[src/rtl/capture_ctrl.sv]
// capture_ctrl: pre/post-trigger acquisition sequencer for a 512-entry sample RAM.
// Define CAPTURE_AUTO_TRIG_EN to force a trigger after 2^20 clocks in ARMED.
module capture_ctrl #(
  parameter int unsigned SYNC_STAGES = 2
) (
  input  logic       clk,
  input  logic       rst_n,
  input  logic       capture,
  input  logic       trig1,
  input  logic       trig2,
  input  logic       trig_src,
  input  logic       trig_edge,
  input  logic [8:0] trig_pos,
  input  logic [3:0] decimator,
  output logic       adc_clk,
  output logic       en,
  output logic       we,
  output logic [8:0] addr,
  output logic [8:0] trig_addr,
  output logic       busy,
  output logic       done,
  output logic       auto_trig
);

  typedef enum logic [2:0] {IDLE, PRE, ARMED, POST, DONE} state_t;

  state_t                 state;
  logic [SYNC_STAGES-1:0] sync1;
  logic [SYNC_STAGES-1:0] sync2;
  logic                   trig_prev;
  logic                   trig_cur;
  logic                   qual_edge;
  logic                   timeout;
  logic                   trig_hit;

  logic                   cfg_src;
  logic                   cfg_edge;
  logic [8:0]             cfg_pos;
  logic [3:0]             cfg_dec;

  logic [15:0]            dec_cnt;
  logic [15:0]            dec_mask;
  logic [9:0]             pre_cnt;
  logic [9:0]             pre_len;
  logic [8:0]             post_cnt;
  logic                   armed_first;
  logic                   writing;
  logic                   wr_next;

  always_ff @(posedge clk or negedge rst_n) begin
    if (!rst_n) begin
      sync1     <= '0;
      sync2     <= '0;
      trig_prev <= 1'b0;
    end else begin
      sync1     <= {sync1[SYNC_STAGES-2:0], trig1};
      sync2     <= {sync2[SYNC_STAGES-2:0], trig2};
      trig_prev <= trig_cur;
    end
  end

  always_comb begin
    trig_cur  = cfg_src ? sync2[SYNC_STAGES-1] : sync1[SYNC_STAGES-1];
    qual_edge = cfg_edge ? (trig_cur & ~trig_prev) : (~trig_cur & trig_prev);
    trig_hit  = (qual_edge && !armed_first) || timeout;
    dec_mask  = ~(16'hFFFF << cfg_dec);
    pre_len   = 10'd512 - {1'b0, cfg_pos};
    writing   = (state == PRE) || (state == ARMED) || (state == POST);
    // en is registered: the next cycle is a slot when adc_clk is low now, and
    // dec_cnt only moves on slot cycles, so its current value is the next one.
    wr_next   = ~adc_clk && (dec_cnt == '0);
  end

  always_ff @(posedge clk or negedge rst_n) begin
    if (!rst_n) begin
      state       <= IDLE;
      adc_clk     <= 1'b0;
      en          <= 1'b0;
      we          <= 1'b0;
      addr        <= '0;
      trig_addr   <= '0;
      busy        <= 1'b0;
      done        <= 1'b0;
      cfg_src     <= 1'b0;
      cfg_edge    <= 1'b0;
      cfg_pos     <= '0;
      cfg_dec     <= '0;
      dec_cnt     <= '0;
      pre_cnt     <= '0;
      post_cnt    <= '0;
      armed_first <= 1'b0;
    end else begin
      adc_clk     <= ~adc_clk;
      done        <= 1'b0;
      armed_first <= 1'b0;
      if (en) addr <= addr + 9'd1;
      if (adc_clk && writing) dec_cnt <= (dec_cnt == dec_mask) ? '0 : dec_cnt + 16'd1;

      case (state)
        IDLE: begin
          en <= 1'b0;
          we <= 1'b0;
          if (capture) begin
            state    <= PRE;
            busy     <= 1'b1;
            addr     <= '0;
            dec_cnt  <= '0;
            pre_cnt  <= '0;
            cfg_src  <= trig_src;
            cfg_edge <= trig_edge;
            cfg_pos  <= trig_pos;
            cfg_dec  <= decimator;
            en       <= ~adc_clk;
            we       <= ~adc_clk;
          end
        end

        PRE: begin
          en <= wr_next;
          we <= wr_next;
          if (en) begin
            if (pre_cnt == pre_len - 10'd1) begin
              state       <= ARMED;
              armed_first <= 1'b1;
            end else begin
              pre_cnt <= pre_cnt + 10'd1;
            end
          end
        end

        ARMED: begin
          en <= wr_next;
          we <= wr_next;
          if (trig_hit) begin
            // A write landing on the edge cycle is still pre-trigger data.
            trig_addr <= en ? addr + 9'd1 : addr;
            if (cfg_pos == '0) begin
              state <= DONE;
              done  <= 1'b1;
              en    <= 1'b0;
              we    <= 1'b0;
            end else begin
              state    <= POST;
              post_cnt <= cfg_pos;
            end
          end
        end

        POST: begin
          en <= wr_next;
          we <= wr_next;
          if (en) begin
            if (post_cnt == 9'd1) begin
              state <= DONE;
              done  <= 1'b1;
              en    <= 1'b0;
              we    <= 1'b0;
            end else begin
              post_cnt <= post_cnt - 9'd1;
            end
          end
        end

        DONE: begin
          state <= IDLE;
          busy  <= 1'b0;
          en    <= 1'b0;
          we    <= 1'b0;
        end

        default: begin
          state <= IDLE;
          busy  <= 1'b0;
          en    <= 1'b0;
          we    <= 1'b0;
        end
      endcase
    end
  end

`ifdef CAPTURE_AUTO_TRIG_EN
  logic [19:0] to_cnt;

  assign timeout = (state == ARMED) && (to_cnt == '1);

  always_ff @(posedge clk or negedge rst_n) begin
    if (!rst_n) begin
      to_cnt    <= '0;
      auto_trig <= 1'b0;
    end else begin
      to_cnt <= (state == ARMED) ? to_cnt + 20'd1 : '0;
      if (state == IDLE && capture) begin
        auto_trig <= 1'b0;
      end else if (timeout && !(qual_edge && !armed_first)) begin
        auto_trig <= 1'b1;
      end
    end
  end
`else
  assign timeout   = 1'b0;
  assign auto_trig = 1'b0;
`endif

endmodule

[config.mk]
export PLATFORM = sky130hd
export DESIGN_NAME = capture_ctrl
export DESIGN_NICKNAME = d
export VERILOG_FILES = /design/src/rtl/capture_ctrl.sv
export SDC_FILE = /design/constraint.sdc
export NUM_CORES = 1
export LEC_CHECK = 0
export ABC_AREA = 1
export ABC_CLOCK_PERIOD_IN_PS = 2100
export CAP_MARGIN = 20
export CELL_PAD_IN_SITES_DETAIL_PLACEMENT = 2
export CELL_PAD_IN_SITES_GLOBAL_PLACEMENT = 2
export CORE_MARGIN = 2
export CORE_UTILIZATION = 33
export CTS_CLUSTER_SIZE = 24
export DETAILED_ROUTE_END_ITERATION = 10
export PLACE_DENSITY_LB_ADDON = 0.25
export SYNTH_ARGS = -nofsm -noshare
export SYNTH_HDL_FRONTEND = slang
export SYNTH_SLANG_ARGS = --single-unit
export TNS_END_PERCENT = 30
[constraint.sdc]
create_clock -name clk -period 2.1 [get_ports clk]
set_input_delay 0.63 -clock clk [delete_from_list [all_inputs] [get_ports clk]]
set_output_delay 0.63 -clock clk [all_outputs]
set_load 0.1 [all_outputs]
# Word-level counts from Yosys, hierarchy flattened
# Cells that the tools add are included.
[word_totals]
register_bits = 81
inputBits = 20
out_inout_bits = 24
elab_cells = 107
[classes]
addsub = 6
eq_ne = 15
shifts = 1
n_mux = 42
bitwise = 7
n_reduce_logical = 18
[ops]
columns = ["operator", "n"]
rows = [
  ["16-bit 2-to-1 mux", 4],
  ["9-bit 2-to-1 mux", 7],
  ["10-bit 2-to-1 mux", 3],
  ["3-bit 2-to-1 mux", 7],
  ["10-bit case mux with 2 select lines", 1],
  ["9-bit case mux with 2 select lines", 1],
  ["16-bit by 1-bit adder with 16-bit output, second input constant", 1],
  ["16-bit == test", 1],
  ["16-bit logical NOT", 1],
  ["16-bit NOT", 1],
  ["16-bit by 4-bit left shift with 16-bit output, first input constant", 1],
  ["1-bit 2-to-1 mux", 15],
  ["2-bit inequality test, second input constant", 7],
  ["3-bit case mux with 4 select lines", 1],
  ["10-bit by 1-bit adder with 10-bit output, second input constant", 1],
  ["10-bit == test", 1],
  ["10-bit by 1-bit subtractor with 10-bit output, second input constant", 1],
  ["10-bit by 9-bit subtractor with 10-bit output, first input constant", 1],
  ["9-bit by 1-bit adder with 9-bit output, second input constant", 1],
  ["9-bit by 1-bit == test with 1-bit output, second input constant", 1],
  ["9-bit logical NOT", 1],
  ["9-bit by 1-bit subtractor with 9-bit output, second input constant", 1],
  ["3-bit by 2-bit == test with 1-bit output, second input constant", 2],
  ["2-bit AND reduction", 3],
  ["15 further kinds", 25],
]

# Depth between registers and ports, before layout
[depth]
word_depth = 7
ltp_mapped = 12
depth_no_buf = 12

# Worst setup path after synthesis
# OpenSTA, ideal clock, no wires.
[synth_path]
path_kind = "flip-flop to flip-flop"
startpoint = "reg, netlist name we"
endpoint = "reg addr[7]"
setup_time_ns = 0.119
arrival_ns = 2.046
required_ns = 1.981
path_slack_ns = -0.065
path_stages_with_launch = 8
path_buffers = 1
synth_period_minus_slack_ns = 2.165
path_cell_list = "dfrtp_1 clkbuf_1 nand2_1 inv_1 nand4_1 nand3b_1 xnor2_1 and2_1"
[synth_rtl]
columns = ["item", "line_no", "source"]
rows = [
  ["end signal, assigned", "96", "if (en) addr <= addr + 9'd1;"],
  ["end, declared", "18", "output logic [8:0] addr,"],
]

# Final worst setup path
[layout_path]
startpoint = "reg cfg_dec[1]"
endpoint = "reg dec_cnt[11]"
[layout_via]
elab_chain_cells = 7
[layout_rtl]
columns = ["item", "line_no", "source"]
rows = [
  ["start, declared", "39", "logic [3:0] cfg_dec;"],
  ["start signal, assigned", "112", "cfg_dec <= decimator;"],
  ["16-bit by 4-bit left shift with 16-bit output (*)", "66", "dec_mask = ~(16'hFFFF << cfg_dec);"],
  ["16-bit NOT (*)", "66", ""],
  ["16-bit == test (*)", "97", "if (adc_clk && writing) dec_cnt <= (dec_cnt == dec_mask) ? '0 : dec_cnt + 16'd1;"],
  ["16-bit 2-to-1 mux (*) (2 in series)", "97", ""],
  ["16-bit 2-to-1 mux", "103", "if (capture) begin"],
  ["16-bit 2-to-1 mux (*)", "99", "case (state)"],
  ["end signal, assigned", "97", ""],
  ["end, declared", "41", "logic [15:0] dec_cnt;"],
]
# Mark *: on every way between the ends. The rest lies on a longest branch, timed or not.
# A chain may end at the register's enable or synchronous reset.

==> impl_results.rst <==
.. list-table::
   :header-rows: 1

   * - Metric
     - Value
   * - Drt wl/cell
     - 17.20 um
   * - Setup CP Type
     - reg -> reg
   * - First-pass iteration count of the detailed router
     - 4
   * - Maximum buffer depth of the clock tree
     - 2
   * - RSZ-0062 raised after global routing
     - no
   * - Part of the cycle the worst path needs
     - 91.25%
   * - Number of inserted diodes
     - 0
   * - Syn_area_per_cell
     - 7.394 um^2
   * - Flop pwr share
     - 30.7%
   * - Power per Cell Area
     - 1396 nW/um^2
   * - Worst VDD drop
     - 0.0007427 V
   * - Sinks on Clock Net
     - 81
   * - Vias in the first global route
     - 4,879
   * - Max-slew violation count
     - 0
   * - Chip height
     - 121.6 um
   * - Most repeated library cell on the critical path
     - nand2_1
   * - Die Wd
     - 121.6 um
   * - Area overhead of the layout relative to synthesis
     - 28.00%
   * - Pin count of the biggest net entering global routing
     - a little over 80
   * - Met3 WL
     - between 400 and 500 um
   * - # H-tree levels
     - 3
   * - Fmax achieved
     - between 500 and 600 MHz
   * - Total of endpoints with negative setup slack in the final report
     - 0
   * - Count of cell types in the netlist
     - 37
   * - Startpoint Class
     - flip-flop
   * - Switching share of power
     - 48.02%
   * - Net Count, Synth
     - 643
   * - DRC
     - 0
   * - Global placer's final weighted congestion
     - 0.7644
   * - Clock tree from TritonCTS
     - yes
   * - Clock share of power
     - 17.4%
   * - Crit path required time
     - 2.34 ns
   * - Leakage power
     - between 0.002 and 0.003 uW
   * - Flip-flop and latch count after synthesis
     - 81
   * - Detailed-route via count
     - 4,240
   * - Core region area
     - 13,350 um^2
   * - DRC violation total after the first TritonRoute iteration
     - 134
   * - Result of the run
     - finished clean
   * - Number of buffers inserted by hold repair at cts
     - 0
   * - Critical Path Fanout Max
     - 10
   * - Sum of overflow across all layers after global routing
     - 0
   * - Gate power share
     - about half
   * - Clock slew at the register clock pins of the worst setup and hold paths
     - 0.06 ns
   * - Number of maximum-capacitance constraint violations
     - 0
   * - Top Layer Used
     - met4
   * - Synthesis warning total
     - 0
   * - Internal Pwr Total
     - between 4000 and 5000 uW
   * - Fraction of the core area covered by cells at the end of the flow
     - 43.75%
   * - Series of cell instances along the critical path
     - inv_2 > nand2_1 > nand2_1 > nand3_1 > nand2_1 > nand3_1 > nor2_1 > nand3_2 > buf_12 > nand2_1 > inv_1
   * - Inserted Clock Buffers
     - 9
   * - Initial antenna violation count
     - 0
   * - Fraction of final layout cells sized beyond drive strength 1
     - 11.78%
   * - Antenna violation net count after detailed routing
     - 0
   * - Number of nets in the layout
     - between 700 and 800
   * - First-pass GRT wire length
     - 25,130 um
   * - Drt total wl
     - 14,710 um
   * - Element type at the critical path end
     - flip-flop
   * - Root buf cell
     - clkbuf_16
   * - Fill cell count
     - 1,554
   * - Row count
     - 42
   * - Total global routing track utilization
     - 22.04%
   * - Highest-delay cell along the critical path
     - dfrtp_2
   * - Die Area
     - 14,780 um^2
   * - Proportion of synthesized chip area in sequential cells
     - 44.43%
   * - Initial Util
     - 34.18%
   * - Skew final
     - just under 0.009 ns
   * - Clock period minus worst slack
     - between 1.5 and 2 ns
   * - Met1 wire length
     - 6778 um
   * - Worst-Skew Late Latency
     - about 0.34 ns
   * - Met2 layer wire length in the routed design
     - 7252 um
   * - Top-level port count
     - 44
   * - Cell count after synthesis
     - 617
   * - Hpwl dp
     - 10,900 um
   * - Number of port buffers
     - 42
   * - Cell type group with the largest total delay on the critical path
     - simple AND/OR/NAND/NOR gates
   * - Total Power Consumption
     - 8155 uW
   * - Switching power summed over all nets
     - 3916 uW
   * - Critical Path Max Stage Delay
     - 0.47 ns
   * - Endpoints failing hold
     - 0
   * - Vias/cell
     - 4.959
   * - Number of buffer and inverter instances along the worst setup path
     - 3
   * - Critical path data arrival time
     - around 2.2 ns
   * - Mapped cell area
     - 4562 um^2
   * - Path class of the lowest-slack min-delay path
     - in -> async
[routing by layer]
| metal | track usage, % | vias up |
|---|---|---|
| li1 | - | 2045 |
| met1 | 28.73 | 2126 |
| met2 | 37.50 | 52 |
| met3 | 3.511 | 17 |
| met4 | 7.184 | 0 |
| met5 | 0 | - |
[sequential cells by signal, indices dropped and copies added (netlist names)]
| signal | count |
|---|---|
| addr | 9 |
| post_cnt | 9 |
| trig_addr | 9 |
| sync2 | 2 |
| we | 1 |
| dec_cnt | 16 |
| pre_cnt | 10 |
| state | 3 |
| cfg_edge | 1 |
| cfg_dec | 4 |
| armed_first | 1 |
| cfg_src | 1 |
| adc_clk | 1 |
| cfg_pos | 9 |
| trig_prev | 1 |
| done | 1 |
| busy | 1 |
| sync1 | 2 |
[layout by cell type (no fill, tap or decap), types with 2 or more instances in the layout]
master | synthesis | routed
a21oi_1 | 8 | 8
buf_12 | 0 | 28
buf_4 | 3 | 16
clkbuf_16 | 0 | 9
clkdlybuf4s50_1 | 0 | 18
clkinv_1 | 2 | 2
clkinv_2 | 0 | 3
dfrtp_1 | 81 | 77
dfrtp_2 | 0 | 4
ha_1 | 6 | 6
inv_1 | 81 | 80
inv_2 | 3 | 4
nand2_1 | 185 | 185
nand3_1 | 39 | 39
nand3_2 | 2 | 2
nand3b_1 | 2 | 2
nand4_1 | 17 | 17
nor2_1 | 62 | 61
nor2_2 | 7 | 7
nor2_4 | 1 | 2
nor3_1 | 8 | 8
o21ai_0 | 46 | 45
o21ai_1 | 5 | 6
xnor2_1 | 7 | 7
xor2_1 | 28 | 28
[logic make-up (layout without fill, tap and decap cells)]
family | after synthesis | after routing | synth area share, %
AND/OR/NAND/NOR | 329 | 329 | 30.97
buffers and inverters | 100 | 162 | 8.722
flip-flops | 81 | 81 | 44.43
AO/OA/AOI/OAI | 65 | 65 | 7.433
XOR/XNOR | 35 | 35 | 6.720
adder cells (fa/ha/maj) | 6 | 6 | 1.646
other | 1 | 1 | 0.08220
[per-stage QoR]
stage | setup TNS [ns] | hold slack, ns | area, um^2 | setup slack [ns] | cells
6_report | 0 | 0.3242 | 5839 | 0.1837 | 855
3_3_place_gp | 0 | 0.3326 | 5534 | 0.03698 | 839
4_1_cts | 0 | 0.3409 | 5787 | 0.05673 | 853
5_1_grt | 0 | 0.3600 | 5839 | 0.002997 | 855
3_5_place_dp | -0.3561 | 0.3465 | 5534 | -0.06261 | 839
2_1_floorplan | 0 | 0.3312 | 4563 | 0.03001 | 617
[final cells by class]
type,instances,area (um^2),share of cell area (%)
Timing Repair Buffer,62,860.8,14.74
Clock inverter,4,22.52,0.3857
Multi-Input combinational cell,436,2152,36.85
Inverter,86,322.8,5.528
Clock buffer,10,229.0,3.921
Sequential cell,81,2032,34.80
Tap cell,176,220.2,3.771
[worst reg2reg max path, stage by stage (launching register included)]
cell,delay (ns)
dfrtp_2,0.47
inv_2,0.15
nand2_1,0.13
nand2_1,0.11
nand3_1,0.08
nand2_1,0.08
nand3_1,0.09
nor2_1,0.18
nand3_2,0.20
buf_12,0.20
nand2_1,0.07
inv_1,0.04
[what timing repair did]
| action | CTS | global route |
|---|---|---|
| pin swaps | 0 | 2 |
| setup endpoints to repair | 11 | 26 |
| setup buffers | 0 | 2 |
| gates resized for setup | 1 | 6 |
[synth_stat cells (all sizes together)]
cell type / number / area [um^2]
a21boi: 1 / 7.510
o31ai: 1 / 7.510
nand4: 17 / 106.4
nand3b: 2 / 15.01
a31oi: 1 / 6.260
inv: 84 / 315.3
nor3b: 1 / 7.510
o21ai: 52 / 264.0
nand2: 186 / 705.7
clkbuf: 8 / 31.28
conb: 1 / 3.750
o211ai: 1 / 7.510
clkinv: 2 / 7.510
ha: 6 / 75.07
nor2b: 1 / 6.260
xnor2: 7 / 61.31
nor2: 70 / 287.8
buf: 6 / 43.79
a21oi: 8 / 40.04
nand3: 41 / 215.2
xor2: 28 / 245.2
or2: 1 / 6.260
nor3: 9 / 56.31
dfrtp: 81 / 2027
and2: 1 / 6.260
o22ai: 1 / 6.260
[power groups by stage]
stage | Sequential (uW) | Combinational (uW) | Clock, uW
after detailed placement | 2540 | 4090 | 0
after floorplan | 2960 | 2070 | 0
final | 2500 | 4230 | 1420
after global routing | 2560 | 4710 | 1530
after CTS | 2530 | 4150 | 1460
after global placement | 2510 | 3920 | 0
[worst paths after layout]
check                                start     endpoint  slack [ns]  depth (start not counted)
worst max-delay path            cfg_dec[1]  dec_cnt[11]        0.18                         11
worst min-delay path                 rst_n   dec_cnt[2]        0.32                          2
worst max register to register  cfg_dec[1]  dec_cnt[11]        0.18                         11
worst min register to register    sync2[0]     sync2[1]        0.36                          0
max in group asynchronous            rst_n           we        1.40                          2
min in group clk                  sync2[0]     sync2[1]        0.36                          0
Power figures use the tool's default switching activity.
